## src/rtl/inference_ctrl.sv

```systemverilog
// -----------------------------------------------------------------------------
// inference_ctrl
//
// Sequences one image through the CNN datapath:
//   IDLE -> FLUSH (pipe_rst_n low) -> STREAM (read memory, forward pixels)
//        -> DRAIN (wait for the decision stage) -> DONE (one-cycle pulse) -> IDLE
//
// Ports
//   clk, rst_n         clock (rising edge) and synchronous active-low reset
//   start              one-cycle request, accepted only in IDLE with abort low
//   abort              returns any busy state to IDLE on the next cycle
//   mem_addr/mem_rd_en image-memory read port; mem_rdata arrives one cycle later
//   mem_rdata          pixel returned by the image memory
//   pix_out/pix_valid  pixel stream to the first convolution stage
//   pipe_rst_n         synchronous active-low reset to the downstream chain
//   result_valid/result decision-stage output, observed only in DRAIN
//   busy, done         status; done is a one-cycle completion pulse
//   decision_out       captured class (4'hF on timeout), held until next done
//   timeout            set with done when no result arrived
//   img_count          successful inferences, modulo 256
//   state_dbg          current FSM state, for observation only
//
// Handshake: start, abort and result_valid are single-cycle level samples taken
// on the rising edge; there is no backpressure. pix_valid qualifies pix_out on
// every cycle it is high, and pix_out is forced to zero when pix_valid is low.
// -----------------------------------------------------------------------------
module inference_ctrl #(
  parameter int IMG_PIXELS     = 784,
  parameter int ADDR_BITS      = 10,
  parameter int FLUSH_CYCLES   = 4,
  parameter int TIMEOUT_CYCLES = 4096
) (
  input  logic                 clk,
  input  logic                 rst_n,
  input  logic                 start,
  input  logic                 abort,
  output logic [ADDR_BITS-1:0] mem_addr,
  output logic                 mem_rd_en,
  input  logic [7:0]           mem_rdata,
  output logic [7:0]           pix_out,
  output logic                 pix_valid,
  output logic                 pipe_rst_n,
  input  logic                 result_valid,
  input  logic [3:0]           result,
  output logic                 busy,
  output logic                 done,
  output logic [3:0]           decision_out,
  output logic                 timeout,
  output logic [7:0]           img_count,
  output logic [2:0]           state_dbg
);

  localparam int FW = $clog2(FLUSH_CYCLES + 1);
  localparam int DW = $clog2(TIMEOUT_CYCLES + 1);

  typedef enum logic [2:0] {
    S_IDLE   = 3'd0,
    S_FLUSH  = 3'd1,
    S_STREAM = 3'd2,
    S_DRAIN  = 3'd3,
    S_DONE   = 3'd4
  } state_t;

  state_t          state;
  state_t          state_next;
  logic [FW-1:0]   flush_cnt;
  logic [DW-1:0]   drain_cnt;
  logic            capture;
  logic            expire;
  logic            abort_busy;

  // ---------------------------------------------------------------------------
  // Next-state and Moore outputs
  // ---------------------------------------------------------------------------
  always_comb begin
    state_next = state;
    capture    = 1'b0;
    expire     = 1'b0;
    abort_busy = abort && (state != S_IDLE);

    case (state)
      S_IDLE: begin
        if (start && !abort) state_next = S_FLUSH;
      end
      S_FLUSH: begin
        if (flush_cnt == FW'(FLUSH_CYCLES - 1)) state_next = S_STREAM;
      end
      S_STREAM: begin
        if (mem_addr == ADDR_BITS'(IMG_PIXELS - 1)) state_next = S_DRAIN;
      end
      S_DRAIN: begin
        // A result on the final counted cycle still wins over the timeout.
        if (result_valid) begin
          capture    = 1'b1;
          state_next = S_DONE;
        end else if (drain_cnt == DW'(TIMEOUT_CYCLES - 1)) begin
          expire     = 1'b1;
          state_next = S_DONE;
        end
      end
      S_DONE: begin
        state_next = S_IDLE;
      end
      default: begin
        state_next = S_IDLE;
      end
    endcase

    if (abort_busy) begin
      state_next = S_IDLE;
      capture    = 1'b0;
      expire     = 1'b0;
    end
  end

  assign mem_rd_en = (state == S_STREAM);
  assign busy      = (state != S_IDLE);
  assign done      = (state == S_DONE);
  assign state_dbg = state;
  assign pix_out   = pix_valid ? mem_rdata : 8'd0;

  // ---------------------------------------------------------------------------
  // State, counters and held outputs
  // ---------------------------------------------------------------------------
  always_ff @(posedge clk) begin
    if (!rst_n) begin
      state        <= S_IDLE;
      flush_cnt    <= '0;
      drain_cnt    <= '0;
      mem_addr     <= '0;
      pix_valid    <= 1'b0;
      pipe_rst_n   <= 1'b0;
      decision_out <= 4'd0;
      timeout      <= 1'b0;
      img_count    <= 8'd0;
    end else begin
      state <= state_next;

      // Counters run only while the state persists, so each starts at 0 on entry.
      flush_cnt <= ((state == S_FLUSH) && (state_next == S_FLUSH)) ? flush_cnt + 1'b1 : '0;
      drain_cnt <= ((state == S_DRAIN) && (state_next == S_DRAIN)) ? drain_cnt + 1'b1 : '0;
      mem_addr  <= ((state == S_STREAM) && (state_next == S_STREAM)) ? mem_addr + 1'b1 : '0;

      // Memory data lags the read strobe by one cycle; abort kills the
      // in-flight pixel so pix_valid drops together with mem_rd_en.
      pix_valid <= mem_rd_en && !abort;

      // Chain held in reset through FLUSH, and for one cycle after an abort.
      pipe_rst_n <= !(abort_busy || (state_next == S_FLUSH));

      if (capture) begin
        decision_out <= result;
        timeout      <= 1'b0;
        img_count    <= img_count + 8'd1;
      end else if (expire) begin
        decision_out <= 4'hF;
        timeout      <= 1'b1;
      end
    end
  end

endmodule
```

## config.mk

```make
export PLATFORM = sky130hd
export DESIGN_NAME = inference_ctrl
export DESIGN_NICKNAME = d
export VERILOG_FILES = /design/src/rtl/inference_ctrl.sv
export SDC_FILE = /design/constraint.sdc
export NUM_CORES = 1
export LEC_CHECK = 0
export CORE_MARGIN = 2
export CORE_UTILIZATION = 43
export CTS_CLUSTER_SIZE = 28
export DETAILED_ROUTE_END_ITERATION = 10
export PLACE_DENSITY = 0.73
export SYNTH_ARGS = -nofsm -noshare
export SYNTH_HDL_FRONTEND = slang
export SYNTH_SLANG_ARGS = --single-unit
```

## constraint.sdc

```tcl
create_clock -name clk -period 2.4 [get_ports clk]
set_input_delay 0.6 -clock clk [delete_from_list [all_inputs] [get_ports clk]]
set_output_delay 0.6 -clock clk [all_outputs]
set_load 0.05 [all_outputs]
```

=== Yosys cells after proc, flatten, opt, wreduce, memory -nomap -nowiden ===
Cells that the tools add are included.

* Bits in latches: 0
* Memory bits (writable): 0
* Flip-flop bits (word level): 44
* Memories: 0
* Bits in read-only memories: 0

* Multiply operators: 0
* Divide/modulo/power cells: 0
* Add/sub/neg operators: 4
* Multiplexer cells: 17
* Bitwise operators: 1
* $lt $le $gt $ge: 0
* Reduce and logical (&&, ||, !) cells: 16
* Shift-type cells: 0
* Eq/ne operators: 10

{| class="wikitable"
|+ Operators by type and width
! kind !! number
|-
| $mux W3 || 6
|-
| $eq A3 B2 Y1 const B || 5
|-
| $add A13 B1 Y13 const B || 1
|-
| $eq A13 B12 Y1 const B || 1
|-
| $pmux W3 S4 || 1
|-
| $add A10 B1 Y10 const B || 1
|-
| $eq A10 B10 Y1 const B || 1
|-
| $add A8 B1 Y8 const B || 1
|-
| $mux W4 || 2
|-
| $mux W8 || 1
|-
| $mux W1 || 7
|-
| $eq A3 B1 Y1 const B || 2
|-
| $logic_and A1 B1 Y1 || 6
|-
| $reduce_and A2 Y1 || 3
|-
| $add A3 B1 Y3 const B || 1
|-
| $eq A3 B3 Y1 const B || 1
|-
| $logic_not A3 Y1 || 1
|-
| $reduce_bool A3 Y1 || 1
|-
| $logic_not A1 Y1 || 2
|-
| $reduce_bool A2 Y1 || 1
|-
| $reduce_or A2 Y1 || 1
|-
| $logic_or A1 B1 Y1 || 1
|-
| $not A1 Y1 || 1
|}

=== Longest topological paths before layout ===
Gate-level depths: netlist of run 1.

* Word-level depth: 8
* Gate-level depth with buffers: 6

=== Worst setup path after synthesis of run 1 ===
Ideal clock, no wire load.

* Kind: reg-to-reg
* Start: reg state[1], in the netlist state_dbg[1]
* End: reg mem_addr[8]
* Cell stages (with the launch flop): 6
* Buffers on the path: 1
* Path slack: -485 ps
* Data arrival time: 2820 ps
* Clock period less this slack: 2885 ps
* Cells stage by stage: dfxtp_1 buf_2 nor3b_1 nand3b_1 nand2b_1 nor2_1

* Elaborated cells on any way between the ends: 16
* Classes of those cells: eq/ne: 4; mux: 7; reduce/logical: 5

{| class="wikitable"
|+ RTL lines
! what !! line !! text
|-
| start, declared || 64 || <nowiki>state_t state;</nowiki>
|-
| start signal, assigned || 137 || <nowiki>state <= state_next;</nowiki>
|-
| $eq A3 B2 Y1 (*) || - ||
|-
| via mem_rd_en || 38 || <nowiki>output logic mem_rd_en,</nowiki>
|-
| $pmux W3 S4 || 81 || <nowiki>case (state)</nowiki>
|-
| $mux W3 || 109 || <nowiki>if (abort_busy) begin</nowiki>
|-
| $eq A3 B2 Y1 || 142 || <nowiki>mem_addr <= ((state == S_STREAM) && (state_next == S_STREAM)) ? mem_addr + 1'b1 : '0;</nowiki>
|-
| $logic_and A1 B1 Y1 (*) || 142 ||
|-
| $reduce_and A2 Y1 (no source line) (*) || - ||
|-
| end signal, assigned || 142 ||
|-
| end, declared || 37 || <nowiki>output logic [ADDR_BITS-1:0] mem_addr,</nowiki>
|}

Mark *: on every way through the listed nets, which the timed path passes. The rest lies on a longest branch.
A chain may end at the register's enable or synchronous reset.

=== Final worst setup path of run 1 ===
* Start: reg mem_addr[4]
* End: out mem_addr[4]

No word-level cell between the ends.

==> out/metrics.yaml, run 1 <==
slowest_stage: "clkdlybuf4s50_1"
worstPathMaxFanout: 8
status: "finished clean"
gp_congestion: 0.769
cts_setup_buffers: 0
synthCells: 208
synth-main-ff-cell: "dfxtp_1"
path_class: "reg -> out"
finalMaxSlewViolations: 0
initialDrtViolationCount: 89
min_period_ps: 2230
cts_max_level: 2
worst_path_largest_cell_delay_ps: 860
post-route-period-util_pct: 93.0
rows: 24
drv_cap: 0
wl_per_cell_um: 12.8
clkLatencyLatePin_ps: 290
yosysWarnings: 0
wirelength_um: 4120
clkTransAtPathRegs_ps: 80
worstSetupStartpointType: "register"
grt_use_total_pct: 17.5
cts_resized: 1
grt_pass1_vias: 1542
rr_startpoint: "drain_cnt[0]$_SDFF_PN0_"
clock_skew_ps: 6.78
peakVddDrop_v: 0.000306
cp_num_buf_inv: 1
syn_to_final_growth_pct: 40.9
grt_pass1_wl_um: 7120
core_mm2: 0.00438
grt_overflow_total: 0
crit_path_end: "mem_addr[4]"
synth_edf_count: 0
cp.required_ps: 1800
hold_viol: 0
synth-seq-cells: 44
cts_buffers: 5
endpoint_kind: "output pin"
crit_family: "buffers and inverters"
fillCellCount: 368
rrSetupSlack_ps: 690
synth_cell_types: 41
drive_gt1_share_pct: 12.5
reg2regPathDepth: 5
vias: 1661
postLayoutSetupSlackWorst_ps: 169
clk_path_buf_depth: 2
netlist_area_mm2: 0.00196
setup_tns_ps: 0
post-dp-hpwl_um: 3040
final_nets: 292
pre_cts_slack_ps: 212
hold_path.class: "reg -> reg"
drtAntennaViolNets: 0
cp.depth: 1
max_freq_mhz: 448
pin_count: 56
final_cell_mix: "44 x dfxtp_1, 43 x clkdlybuf4s50_1, 31 x nor2_1"
critPathArrivalTime_ps: 1630
p_leak_nw: 1.03
path_cells: "clkdlybuf4s50_1"
whs_path_depth: 1
syn_nets: 230
grt_max_degree: 14
start_util_pct: 44.6
yosysSeqAreaShare_pct: 45.0
worst_pin_slew_ps: 520
mostFrequentLayoutCell: "dfxtp_1"
antenna_cells: 0
critPathLaunch: "mem_addr[4]$_SDFF_PN0_"
antenna_found_initial: 0
cts.hold.buffers_added: 0
die_h_um: 71.5
p_per_area_mw_per_mm2: 468
cts_root_buffer: "clkbuf_8"
setup-violations-final: 0
rsz0062_at_grt: "false"
port_buffers: 55
dr.pass1.iters: 4
viasPerCell: 5.14
async_reset_ff_share_pct: 0
dieArea_mm2: 0.00511
drc_errors: 0
cts_num_sinks: 44
synth.avg_cell_area_um2: 9.41
cts_tree: "done"
fin_util_pct: 62.9
die_x_um: 71.5
slew_headroom_pct: 65.3
r2r_end: "drain_cnt[10]$_SDFF_PN0_"
[metal layers]
| layer | GRT usage (%) | wire, um | vias to the layer above |
|---|---|---|---|
| li1 | - | - | 841 |
| met5 | 0 | 0 | - |
| met2 | 26.2 | 1870 | 36 |
| met3 | 4.50 | 162 | 10 |
| met4 | 6.71 | 76 | 0 |
| met1 | 24.2 | 2010 | 774 |
[Yosys cell counts, types with 3 or more instances]
cell type  count  area (um2)
inv_1          4        15.0
xor2_1        10        87.6
nand2_1       12        45.0
dfxtp_1       44         881
nor3_1         4        20.0
and3_1         5        31.3
clkbuf_1       3        11.3
nand3_1        9        45.0
ha_1           5        62.6
and2_1        15        93.8
nand3b_1       4        30.0
nand2b_1       3        18.8
nor3b_1        3        22.5
xnor2_1       15         131
o221a_2        4        45.0
nand4_1        6        37.5
nor2_1        31         116
[through the flow]
stage / total power [mW] / cells / area (um2) / hold slack (ps)
final: 1.29 / 323 / 2760 / 426
after global routing: 1.35 / 323 / 2760 / 467
after CTS: 1.31 / 323 / 2760 / 425
after detailed placement: 0.838 / 315 / 2670 / 414
after global placement: 0.838 / 315 / 2670 / 408
after floorplan: 0.791 / 208 / 1970 / 399
[worst min-delay path by stage]
| stage | to | slack [ps] | start |
|---|---|---|---|
| 6_report | flush_cnt[0]$_SDFF_PN0_ | 430 | flush_cnt[0]$_SDFF_PN0_ |
| 3_3_place_gp | flush_cnt[0]$_SDFF_PN0_ | 410 | flush_cnt[0]$_SDFF_PN0_ |
| 2_1_floorplan | flush_cnt[0]$_SDFF_PN0_ | 400 | flush_cnt[0]$_SDFF_PN0_ |
| 3_5_place_dp | flush_cnt[0]$_SDFF_PN0_ | 410 | flush_cnt[0]$_SDFF_PN0_ |
| 5_1_grt | flush_cnt[0]$_SDFF_PN0_ | 470 | flush_cnt[0]$_SDFF_PN0_ |
| 4_1_cts | flush_cnt[0]$_SDFF_PN0_ | 420 | flush_cnt[0]$_SDFF_PN0_ |
[registers in the layout, summed over array words and instances, names as in the netlist]
name and cells:
img_count 8, flush_cnt 3, pix_valid 1, decision_out 4, state_dbg 3, drain_cnt 13, timeout 1, mem_addr 10
pipe_rst_n 1
[logic make-up (layout without fill, tap and decap cells)]
| kind of cell | Yosys count | after routing | share of synthesized area (%) |
|---|---|---|---|
| AO/OA/AOI/OAI | 14 | 14 | 5.88 |
| XOR/XNOR | 25 | 25 | 11.2 |
| adder cells (fa/ha/maj) | 5 | 5 | 3.20 |
| buffers and inverters | 11 | 74 | 3.00 |
| flip-flops | 44 | 44 | 45.0 |
| AND/OR/NAND/NOR | 109 | 109 | 31.7 |
[where the power goes]
| group | total [mW] | internal, mW | switching (mW) | leakage, nW |
|---|---|---|---|---|
| Sequential | 0.735 | 0.734 | 0.00165 | 0.355 |
| Combinational | 0.0849 | 0.0436 | 0.0413 | 0.631 |
| Clock | 0.471 | 0.235 | 0.236 | 0.0455 |
| Total | 1.29 | 1.01 | 0.279 | 1.03 |
[cell type report]
cell class	instances	area, um2	area share, %
flip-flops and latches	44	881	31.9
multi-input cells	153	1030	37.3
repair buffers	62	679	24.6
well taps	52	65.1	2.36
clock buffers	8	90.1	3.27
inverters	4	15.0	0.544
(Power assumes the default switching activity.)
==> run 2: changes to the inputs <==
--- a/config.mk
+++ b/config.mk
@@ -6,10 +6,12 @@
 export NUM_CORES = 1
 export LEC_CHECK = 0
 export CORE_MARGIN = 2
-export CORE_UTILIZATION = 43
+export CORE_UTILIZATION = 42
+export CTS_CLUSTER_DIAMETER = 60
 export CTS_CLUSTER_SIZE = 28
 export DETAILED_ROUTE_END_ITERATION = 10
-export PLACE_DENSITY = 0.73
+export PLACE_DENSITY = 0.75
+export SKIP_CTS_REPAIR_TIMING = 1
 export SYNTH_ARGS = -nofsm -noshare
 export SYNTH_HDL_FRONTEND = slang
 export SYNTH_SLANG_ARGS = --single-unit
==> constraint.sdc (replaced) <==
create_clock -name clk -period 1.9 [get_ports clk]
set_input_delay 0.475 -clock clk [delete_from_list [all_inputs] [get_ports clk]]
set_output_delay 0.475 -clock clk [all_outputs]
set_load 0.05 [all_outputs]
==> run 2 against run 1 <==
  * Clock power rose by 32%
  * Routed wire length rose by 2.1%
  * Sequential cell count did not move
  * Via count fell by 3.1%
  * Highest routed layer unchanged
  * Non-clock buffer count rose by 2
  * Combinational power rose by 39%
  * Sequential share of layout area fell by 0.20 points
  * Critical path depth rose by 1
  * Die area rose by 2.3%
  * Clock-buffer cell count fell by 1
==> out/metrics.yaml, run 2 (same netlist as run 1, synthesis figures left out) <==
dieArea_mm2: 0.00522
rsz0062_at_grt: "false"
gp_congestion: 0.796
die_h_um: 72.3
slowest_stage: "or3_1"
viasPerCell: 4.97
path_cells: "or3_1, buf_12"
clkLatencyLatePin_ps: 290
largest-register: "drain_cnt"
cts_buffers: 5
grt_max_degree: 16
slew_headroom_pct: 73.7
rrSetupSlack_ps: 180
power.total_mw: 1.67
post-route-period-util_pct: 93.5
r2r_end: "drain_cnt[6]$_SDFF_PN0_"
grt_overflow_total: 0
vias: 1610
setup_tns_ps: 0
rr_startpoint: "drain_cnt[0]$_SDFF_PN0_"
netSwitchingFraction_pct: 21.4
whs_path_depth: 1
min_period_ps: 1780
wl_per_cell_um: 13.0
hold_end: "flush_cnt[0]$_SDFF_PN0_"
clock_skew_ps: 3.20
seqPwrFrac_pct: 55.7
post-dp-hpwl_um: 3160
cts_max_level: 2
fin_util_pct: 63.0
fin_area_mm2: 0.00278
worst_path_largest_cell_delay_ps: 450
peakVddDrop_v: 0.000389
dr.pass1.iters: 4
reg2regPathDepth: 5
syn_to_final_growth_pct: 42.2
antenna_cells: 0
worst_pin_slew_ps: 392
final_cell_mix: "42 x dfxtp_1, 35 x buf_4, 31 x nor2_1"
path_class: "reg -> out"
pin_count: 56
cp.required_ps: 1420
p_leak_nw: 1.09
intPower_mw: 1.31
cts_root_buffer: "clkbuf_8"
largest_register_ffs: 13
finalMaxSlewViolations: 0
mostFrequentLayoutCell: "dfxtp_1"
p_per_area_mw_per_mm2: 601
endpoint_kind: "output pin"
antenna_found_initial: 0
cts_num_sinks: 44
setup-violations-final: 0
hp-start: "flush_cnt[0]$_SDFF_PN0_"
switchingPower_mw: 0.358
worstPathMaxFanout: 9
grt_use_total_pct: 17.1
start_util_pct: 44.3
clock_power_share_pct: 37.3
drive_gt1_share_pct: 25.0
hold_viol: 0
clkTransAtPathRegs_ps: 80
drv_cap: 0
drtAntennaViolNets: 0
initialDrtViolationCount: 97
dpl_cell_area_mm2: 0.00269
final_nets: 294
wirelength_um: 4210
critPathArrivalTime_ps: 1300
drc_errors: 0
port_buffers: 55
grt_pass1_wl_um: 7200
grt_pass1_vias: 1547
fillCellCount: 380
worstSetupStartpointType: "register"
core_mm2: 0.00441
pwr-share-comb_pct: 7.0
rows: 24
die_x_um: 72.3
clk_path_buf_depth: 2
top_regs: "drain_cnt x13, mem_addr x10, img_count x8"
max_freq_mhz: 563
cts_tree: "done"
hold_path.class: "reg -> reg"
status: "finished clean"
hold_ws_ps: 432
[run 2: cell types whose count changed in the layout (fill, tap and decap cells not counted), sizes merged]
cell	delta
clkbuf	-1
dlymetal6s2s	-1
buf	+31
dlygate4sd2	-1
clkdlybuf4s50	-27
[run 2: metal layers]
layer | track usage (%) | up-vias | part of all wire [%]
met3 | 3.75 | 4 | 3.6
met5 | 0 | - | 0
li1 | - | 838 | -
met1 | 23.2 | 738 | 48
met4 | 5.03 | 0 | 0.90
met2 | 27.1 | 30 | 47
[run 2: power groups by stage]
stage | clock network, mW | logic, mW | registers [mW]
after floorplan | 0 | 0.0344 | 0.965
after CTS | 0.643 | 0.118 | 0.932
final | 0.623 | 0.118 | 0.932
after detailed placement | 0 | 0.118 | 0.954
after global routing | 0.672 | 0.125 | 0.933
after global placement | 0 | 0.115 | 0.954
[run 2: how the worst max path moves through the flow]
stage	startpoint	end	slack, ps	cells past startpoint
2_1_floorplan	state_dbg[1]$_SDFF_PN0_	mem_addr[8]$_SDFF_PN0_	-7	5
3_3_place_gp	abort	img_count[7]$_SDFFE_PN0P_	-90	5
3_5_place_dp	abort	img_count[7]$_SDFFE_PN0P_	-130	5
4_1_cts	state_dbg[2]$_SDFF_PN0_	busy	30	2
5_1_grt	drain_cnt[0]$_SDFF_PN0_	decision_out[1]$_SDFFE_PN0P_	20	5
6_report	state_dbg[2]$_SDFF_PN0_	busy	120	2
[run 2: cell type report]
class	instances	area [um2]	area share, %
Multi-Input combinational cell	153	1040	37.4
Sequential cell	44	883	31.7
Timing Repair Buffer	64	683	24.6
Clock buffer	7	96.3	3.46
Tap cell	52	65.1	2.34
Inverter	4	15.0	0.540
[run 2: metrics by stage]
stage,instances,setup slack [ps]
floorplan,208,-6.86
global placement,317,-93.7
detailed placement,317,-132
CTS,324,31.2
global route,324,22.9
finish,324,124
[run 2: worst max-delay path: cells and delay by family, from the launching register on]
family | cells | cell delay [ps]
simple gates | 1 | 450
flops | 1 | 390
buf+inv | 1 | 180
